**src/rtl/gmii_pkg.sv**
```systemverilog
// Shared GMII receive/transmit constants, deframer state encoding and the
// byte-wide reflected CRC-32 update used by the FCS logic.
package gmii_pkg;

  localparam logic [7:0]  GMII_PREAMBLE = 8'h55;
  localparam logic [7:0]  GMII_SFD      = 8'hD5;
  localparam logic [31:0] CRC32_POLY    = 32'h04C11DB7;
  localparam logic [31:0] CRC32_INIT    = 32'hFFFFFFFF;
  localparam logic [31:0] CRC32_RESIDUE = 32'hDEBB20E3;

  typedef enum logic [2:0] {
    ST_IDLE,
    ST_PRE,
    ST_DATA,
    ST_FLUSH,
    ST_DROP
  } deframe_state_t;

  function automatic logic [31:0] reflect32(input logic [31:0] v);
    logic [31:0] r;
    for (int i = 0; i < 32; i++) r[i] = v[31-i];
    return r;
  endfunction

  // LSB-first CRC-32 over one byte; register is kept reflected, no inversion.
  function automatic logic [31:0] crc32_d8(input logic [31:0] crc, input logic [7:0] din);
    logic [31:0] c;
    logic [31:0] p;
    p = reflect32(CRC32_POLY);
    c = crc ^ {24'h000000, din};
    for (int i = 0; i < 8; i++) c = c[0] ? ((c >> 1) ^ p) : (c >> 1);
    return c;
  endfunction

endpackage

```
**src/rtl/crc32_d8_reg.sv**
```systemverilog
// Byte-wide CRC-32 register with synchronous re-init and update enable;
// shared by the receive checker and the transmit FCS inserter.
module crc32_d8_reg
  import gmii_pkg::*;
(
  input  logic        clk,
  input  logic        reset_n,
  input  logic        init,
  input  logic        en,
  input  logic [7:0]  din,
  output logic [31:0] crc
);

  always_ff @(posedge clk or negedge reset_n) begin
    if (!reset_n)  crc <= CRC32_INIT;
    else if (init) crc <= CRC32_INIT;
    else if (en)   crc <= crc32_d8(crc, din);
  end

endmodule

```
**src/rtl/gmii_rx_deframer.sv**
```systemverilog
// GMII receive deframer: hunts preamble/SFD, strips it and the FCS, checks
// CRC-32 and length, and streams dmac..payload with a per-frame status strobe.
module gmii_rx_deframer
  import gmii_pkg::*;
#(
  parameter int unsigned MIN_PREAMBLE = 1,
  parameter int unsigned MIN_FRAME    = 64,
  parameter int unsigned MAX_FRAME    = 1518,
  parameter int unsigned LENW         = 11
) (
  input  logic            clk,
  input  logic            reset_n,
  input  logic [7:0]      rxd,
  input  logic            rx_dv,
  input  logic            rx_er,
  output logic [7:0]      data,
  output logic            dven,
  output logic            sof,
  output logic            done,
  output logic            frame_ok,
  output logic [LENW-1:0] frame_len,
  output logic [15:0]     cnt_good,
  output logic [15:0]     cnt_bad
);

  localparam int unsigned PCW = 4;
  localparam logic [PCW-1:0] PRE_MAX = '1;

  deframe_state_t state, state_nx;

  logic [7:0]       r_d;
  logic             r_dv;
  logic             r_er;
  logic [PCW-1:0]   pre_cnt;
  logic [LENW-1:0]  byte_cnt;
  logic [LENW-1:0]  emit_cnt;
  logic [2:0]       fill;
  logic [3:0][7:0]  dl;
  logic             bad;
  logic [31:0]      crc;

  logic sfd_c, take_c, emit_c, ovf_c, done_c, ok_c, pre_load_c, pre_inc_c;

  crc32_d8_reg u_crc (
    .clk     (clk),
    .reset_n (reset_n),
    .init    (sfd_c),
    .en      (take_c),
    .din     (r_d),
    .crc     (crc)
  );

  always_ff @(posedge clk or negedge reset_n) begin
    if (!reset_n) state <= ST_IDLE;
    else          state <= state_nx;
  end

  // Next state and per-cycle control, all decided on the registered input byte.
  always_comb begin
    state_nx   = state;
    sfd_c      = 1'b0;
    take_c     = 1'b0;
    ovf_c      = 1'b0;
    done_c     = 1'b0;
    ok_c       = 1'b0;
    pre_load_c = 1'b0;
    pre_inc_c  = 1'b0;
    case (state)
      ST_IDLE: begin
        if (r_dv) begin
          if (r_d == GMII_PREAMBLE) begin
            state_nx   = ST_PRE;
            pre_load_c = 1'b1;
          end else begin
            state_nx = ST_DROP;
          end
        end
      end
      ST_PRE: begin
        if (!r_dv) begin
          state_nx = ST_IDLE;
        end else if (r_d == GMII_PREAMBLE) begin
          pre_inc_c = (pre_cnt != PRE_MAX);
        end else if (r_d == GMII_SFD && pre_cnt >= PCW'(MIN_PREAMBLE)) begin
          state_nx = ST_DATA;
          sfd_c    = 1'b1;
        end else begin
          state_nx = ST_DROP;
        end
      end
      ST_DATA: begin
        if (!r_dv) begin
          state_nx = ST_FLUSH;
          done_c   = 1'b1;
          ok_c     = !bad && (crc == CRC32_RESIDUE) && (byte_cnt >= LENW'(MIN_FRAME));
        end else if (byte_cnt == LENW'(MAX_FRAME)) begin
          state_nx = ST_DROP;
          ovf_c    = 1'b1;
        end else begin
          take_c = 1'b1;
        end
      end
      ST_FLUSH: begin
        if (r_dv && r_d == GMII_PREAMBLE) begin
          state_nx   = ST_PRE;
          pre_load_c = 1'b1;
        end else begin
          state_nx = ST_IDLE;
        end
      end
      ST_DROP: begin
        if (!r_dv) begin
          state_nx = ST_IDLE;
          done_c   = (byte_cnt != '0);
        end
      end
      default: state_nx = ST_IDLE;
    endcase
    emit_c = take_c && (fill == 3'd4);
  end

  // Input register, preamble counter, 4-byte FCS holdback line and frame bookkeeping.
  always_ff @(posedge clk or negedge reset_n) begin
    if (!reset_n) begin
      r_d      <= '0;
      r_dv     <= 1'b0;
      r_er     <= 1'b0;
      pre_cnt  <= '0;
      byte_cnt <= '0;
      emit_cnt <= '0;
      fill     <= '0;
      dl       <= '0;
      bad      <= 1'b0;
    end else begin
      r_d  <= rxd;
      r_dv <= rx_dv;
      r_er <= rx_er;
      if (pre_load_c)     pre_cnt <= PCW'(1);
      else if (pre_inc_c) pre_cnt <= pre_cnt + PCW'(1);
      if (sfd_c) begin
        byte_cnt <= '0;
        emit_cnt <= '0;
        fill     <= '0;
        bad      <= 1'b0;
      end else begin
        if (take_c) begin
          byte_cnt <= byte_cnt + LENW'(1);
          dl       <= {dl[2:0], r_d};
          if (fill != 3'd4) fill <= fill + 3'd1;
        end
        if (emit_c) emit_cnt <= emit_cnt + LENW'(1);
        if (ovf_c || (state == ST_DATA && r_er)) bad <= 1'b1;
        if (done_c) byte_cnt <= '0;
      end
    end
  end

  always_ff @(posedge clk or negedge reset_n) begin
    if (!reset_n) begin
      data      <= '0;
      dven      <= 1'b0;
      sof       <= 1'b0;
      done      <= 1'b0;
      frame_ok  <= 1'b0;
      frame_len <= '0;
      cnt_good  <= '0;
      cnt_bad   <= '0;
    end else begin
      dven <= emit_c;
      data <= emit_c ? dl[3] : 8'h00;
      sof  <= emit_c && (emit_cnt == '0);
      done <= done_c;
      if (done_c) begin
        frame_ok  <= ok_c;
        frame_len <= emit_cnt;
        if (ok_c) cnt_good <= cnt_good + 16'd1;
        else      cnt_bad  <= cnt_bad + 16'd1;
      end
    end
  end

endmodule

```
**config.mk**
```make
export PLATFORM = sky130hd
export DESIGN_NAME = gmii_rx_deframer
export DESIGN_NICKNAME = d
export VERILOG_FILES = /design/src/rtl/gmii_pkg.sv /design/src/rtl/crc32_d8_reg.sv /design/src/rtl/gmii_rx_deframer.sv
export SDC_FILE = /design/constraint.sdc
export NUM_CORES = 1
export LEC_CHECK = 0
export ABC_CLOCK_PERIOD_IN_PS = 5900
export CORE_MARGIN = 1.5
export CORE_UTILIZATION = 40
export CTS_BUF_LIST = sky130_fd_sc_hd__clkbuf_8
export DETAILED_ROUTE_END_ITERATION = 8
export GPL_TIMING_DRIVEN = 0
export SYNTH_ARGS = -nofsm -noshare
export SYNTH_HDL_FRONTEND = slang
export SYNTH_SLANG_ARGS = --single-unit
export TNS_END_PERCENT = 50
```
**constraint.sdc**
```tcl
create_clock -name clk -period 5.9 [get_ports clk]
set_clock_uncertainty 0.05 [all_clocks]
set_input_delay 1.18 -clock clk [delete_from_list [all_inputs] [get_ports clk]]
set_output_delay 1.18 -clock clk [all_outputs]
set_load 0.01 [all_outputs]
```
## After elaboration in Yosys (flattened, before gate mapping)

Index checks and enable logic that the tools add are counted.

| operators by class | value |
|---|---|
| add/subtract/negate cells | 6 |
| magnitude comparators | 2 |
| equality and inequality tests | 15 |
| multiplexer cells | 55 |
| bitwise gates (word level) | 11 |
| reduce and logical (&&, ||, !) cells | 23 |

Operators by type and width:

| cell | number |
|---|---|
| $mux 32 | 10 |
| $not 13->14 | 8 |
| $mux 11 | 5 |
| $mux 3 | 11 |
| $add 16x1->16 const B | 2 |
| $eq 32x32->1 const B | 1 |
| $xor 32x8->32 | 1 |
| $mux 1 | 23 |
| $add 11x1->11 const B | 2 |
| $pmux 3 s5 | 1 |
| $eq 11x11->1 const B | 1 |
| $ge 11x7->1 const B | 1 |
| $logic_not 11->1 | 1 |
| $reduce_bool 11->1 | 1 |
| $reduce_bool 2->1 | 5 |
| $ne 3x3->1 const B | 3 |
| $eq 8x7->1 const B | 1 |
| $eq 8x8->1 const B | 1 |
| $mux 4 | 2 |
| $mux 8 | 1 |
| $reduce_and 2->1 | 4 |
| $logic_and 1x1->1 | 7 |
| $eq 3x2->1 const B | 2 |
| $eq 3x3->1 const B | 2 |
| 13 further kinds | 16 |

| word-level totals | value |
|---|---|
| register bits after elaboration | 162 |
| bits of input ports | 12 |
| output and inout port bits | 55 |
| logic and storage cells | 134 |

## Logic depth before layout (Yosys ltp)

| depth | value |
|---|---|
| depth after elaboration | 19 |
| gate-level depth with buffers | 10 |
| depth with buffers taken out | 8 |

## By module

A second synthesis with hierarchy kept.

| unflattened totals | value |
|---|---|
| cell total of the unflattened synthesis | 741 |
| area, all modules | 7,870.0 µm² |

By module, submodules not included:

| module | instances | cells each | area an instance (µm²) | sequential area each (µm²) |
|---|---|---|---|---|
| gmii_rx_deframer | 1 | 549 | 5,791.8 | 3,253.1 |
| crc32_d8_reg | 1 | 192 | 2,078.2 | 840.8 |

## Least setup slack after synthesis

Ideal clock, no wire load.

| timing path | value |
|---|---|
| path kind | register to register |
| start point | register byte_cnt[0] |
| end point | register frame_len[10] |
| setup time | 127 ps |
| data arrival time | 2,048 ps |
| required time | 5,723 ps |
| path slack | 3,674 ps |
| cell stages (with the launch flop) | 9 |
| buffers on the path | 1 |
| period minus slack after synthesis | 2,226 ps |
| cell sequence | dfrtp_1 > inv_1 > ha_1 > or4b_1 > nor4_1 > o21ai_1 > nand2_2 > buf_4 > mux2_1 |

| on the way | value |
|---|---|
| longest elaborated chain between the ends | 3 |

Ends and longest elaborated chain:

| item | line | source |
|---|---|---|
| start, declared | gmii_rx_deframer.sv:35 | `logic [LENW-1:0] byte_cnt;` |
| start signal, assigned | gmii_rx_deframer.sv:147 | `byte_cnt <= byte_cnt + LENW'(1);` |
| $reduce_bool 11->1 | gmii_rx_deframer.sv:114 | `done_c = (byte_cnt != '0);` |
| $mux 1 | gmii_rx_deframer.sv:112 | `if (!r_dv) begin` |
| $pmux 1 s2 | gmii_rx_deframer.sv:68 | `case (state)` |
| end signal, assigned | gmii_rx_deframer.sv:175 | `frame_len <= emit_cnt;` |
| end, declared | gmii_rx_deframer.sv:21 | `output logic [LENW-1:0] frame_len,` |

No other way between the ends.
A chain may end at the register's enable or synchronous reset.

## Worst setup path after layout

| timing path | value |
|---|---|
| start point | register cnt_good[0] |
| end point | output cnt_good[0] |

RTL lines:

| item | line | source |
|---|---|---|
| start, declared | gmii_rx_deframer.sv:22 | `output logic [15:0] cnt_good,` |
| start signal, assigned | gmii_rx_deframer.sv:176 | `if (ok_c) cnt_good <= cnt_good + 16'd1;` |

No word-level cell between the ends.

==> flow_summary.ini <==
[status]
status = complete, no violations

[logic_synthesis]
avgSynthCellArea_um2 = 10.7
synth_edf_count = 0
netlist_area_um2 = 7660
yosysMostFrequentCell = dfrtp_1
synth_common_cells = dfrtp_1 (130), nand2_1 (119), nor2_1 (65)
synthTopCellsByArea = dfrtp_1 (42%), dfstp_2 (11%), xnor2_1 (6.3%)
syn_nets = 742
ys_seq_elements = 162
synth_ff_type = dfrtp_1
syn_inst = 718
yosys.area.top_type_share_pct = 42.5
ys_types = 59
async_flop_share_pct = 100
yosysSeqAreaShare_pct = 53.5
yosysWarningCount = 0
yosysTopAreaCell = dfrtp_1

[worst_setup_path]
r2r-end = byte_cnt[9]
path_cells = clkdlybuf4s50_1
reg2reg_from = byte_cnt[0]
crit_required_ns = 4.67
path_max_fanout = 5
critPathCapture = cnt_good[0]
critPathLaunch = cnt_good[0]
end_kind = output pin
cp.arrival_ns = 1.54
rrSetupSlack_ns = 3.25
path_depth = 1
critPathBufInv = 1
cpMaxStageDelayCell = clkdlybuf4s50_1
r2r_cells = 8
worst_setup_path_start_kind = flip-flop
path_delay_family = buffers and inverters
cpPeakStageDelay_ns = 0.59
path_class = reg -> out

[power]
seqPwrFrac_pct = 54.7
p_sw_share_pct = 25.0
p_total_uw = 2050
intPower_uw = 1530
power_frac_comb_pct = 6.5
p_leak_uw = 0.00416
ir_drop_v = 0.000145
clkPwrFrac_pct = 38.7
switching_power_uw = 511
powerDensity_nw_per_um2 = 226

[floorplan]
die_x_um = 141
num_rows = 50
ios = 67
die_area_um2 = 20000
initial_core_util_pct = 40.8
core_area_um2 = 18800
die-height_um = 141

[clock_network]
clock_latency_ns = 0.46
cts_buffers = 17
cts.sinks = 162
cts_resized = 0
root_buffer = clkbuf_8
htree_levels = 4
cts_tree = done
cts_hold_buf = 0
clkSlewWorstSetupHoldPaths_ns = 0.08
clk_path_buf_depth = 2
post_cts_buffers = 0

[detailed_routing]
antenna_left = 0
num_vias = 5297
drc = 0
drt_iter0_drc = 244
first_pass_iters = 4
routedWlPerCell_um = 14.8
viasPerCell = 5.04
wl_mm = 15.5

[place]
post-dp-hpwl_mm = 11.1
port_buffers = 66
gp_congestion = 0.870
placed_area_um2 = 8640

[sta]
fin_crit_ns = 2.77
slew_headroom_pct = 31.4
fin_tns_setup_ns = 0
worstMarginPinSlew_ns = 1.02
final-hold-violation-count = 0
fmax_mhz = 361
report.final.slew_viol_count = 0
rsz0062_at_grt = no
hold_ws_ns = 0.418
setup_violations = 0
fin_crit_sh_pct = 46.9

[final_layout]
register_area_um2 = 4090
antenna_cells = 0
multi_input_area_um2 = 3370
finalInstanceArea_um2 = 9030
fill_cells = 1752
drive_gt1_share_pct = 14.3
area_growth_pct = 17.9
nets = 828

[global_routing]
grt_pass1_wl_mm = 26.6
grt_max_degree = 127
grt_pass1_vias = 5309
antenna_found_initial = 0
globalRouteTotalUtil_pct = 16.7
grt_overflow = 0

[worst_hold_path]
hp-class = reg -> reg

[run]
cap_violations = 0
==> worst register-to-register path, cell delays in order (launching register included) <==
cell and delay [ns]:
dfrtp_1 0.42, inv_1 0.14, ha_1 0.20, nand3b_1 0.10, o31ai_2 0.73, o31ai_4 0.26
a21oi_1 0.45, a21oi_1 0.09, o22ai_1 0.14
==> cells in the final DEF, fill, tap and decap left out, types with 12 or more instances in the layout <==
cell,count
a21oi_1,39
and3_1,16
clkbuf_1,12
clkbuf_8,19
clkdlybuf4s50_1,65
dfrtp_1,130
dfstp_2,32
ha_1,12
inv_1,19
nand2_1,119
nand3_1,18
nand4_1,12
nor2_1,65
nor3_1,19
xnor2_1,55
xor2_1,47
==> cells by family (layout without fill, tap and decap cells) <==
kind of cell	Yosys count	in the layout	synth area share [%]
buf+inv	45	144	2.60
simple gates	306	306	20.1
fa+ha+maj	12	12	1.96
xor+xnor	116	116	15.0
flops	162	162	53.5
mux	13	13	1.88
compound gates	64	64	4.98
==> per-stage QoR <==
step | util (%) | setup slack, ns | std cells
final | 48.1 | 3.13 | 1051
after global routing | 48.1 | 2.90 | 1051
after CTS | 48.1 | 3.10 | 1051
after detailed placement | 46.1 | 3.23 | 1019
after global placement | 45.9 | -2.86 | 1018
after floorplan | - | 3.67 | 718
==> per-layer routing <==
| metal | GRT usage, % | vias to the layer above | share of wire [%] |
|---|---|---|---|
| met1 | 23.0 | 2607 | 48 |
| met5 | 0 | - | 0 |
| met2 | 26.4 | 93 | 47 |
| met3 | 3.27 | 18 | 3.4 |
| li1 | - | 2579 | - |
| met4 | 5.81 | 0 | 1.5 |
==> sequential cells by signal (all words and copies together) (netlist names) <==
signal     flops
sof            1
done           1
cnt_good      16
byte_cnt      11
data           8
cnt_bad       16
fill           3
pre_cnt        4
bad            1
r_er           1
frame_len     11
emit_cnt      11
dl            32
dven           1
u_crc.crc     32
frame_ok       1
r_d            8
r_dv           1
state          3
==> how the worst min path moves through the flow <==
stage | cells after the start | startpoint | endpoint | slack (ns)
floorplan | 2 | dl[24] | dl[24] | 0.39
CTS | 1 | cnt_bad[15] | cnt_bad[15] | 0.42
global placement | 2 | dl[13] | dl[21] | 0.40
finish | 2 | dl[27] | dl[27] | 0.42
detailed placement | 2 | dl[7] | dl[15] | 0.40
global route | 1 | cnt_bad[15] | cnt_bad[15] | 0.45
==> power groups by stage <==
| stage | clock network (uW) | registers [uW] | logic, uW |
|---|---|---|---|
| 2_1_floorplan | 0 | 1140 | 87.8 |
| 3_3_place_gp | 0 | 1140 | 132 |
| 3_5_place_dp | 0 | 1140 | 135 |
| 4_1_cts | 823 | 1120 | 136 |
| 5_1_grt | 868 | 1120 | 147 |
| 6_report | 792 | 1120 | 133 |
==> cell type report <==
class / count / share of cell area [%]
flip-flops and latches: 162 / 45.3
multi-input cells: 511 / 37.3
repair buffers: 67 / 7.68
well taps: 234 / 3.24
clock buffers: 19 / 2.90
plain buffers: 26 / 1.41
clock inverters: 13 / 1.39
inverters: 19 / 0.790
Power figures use the tool's default switching activity.
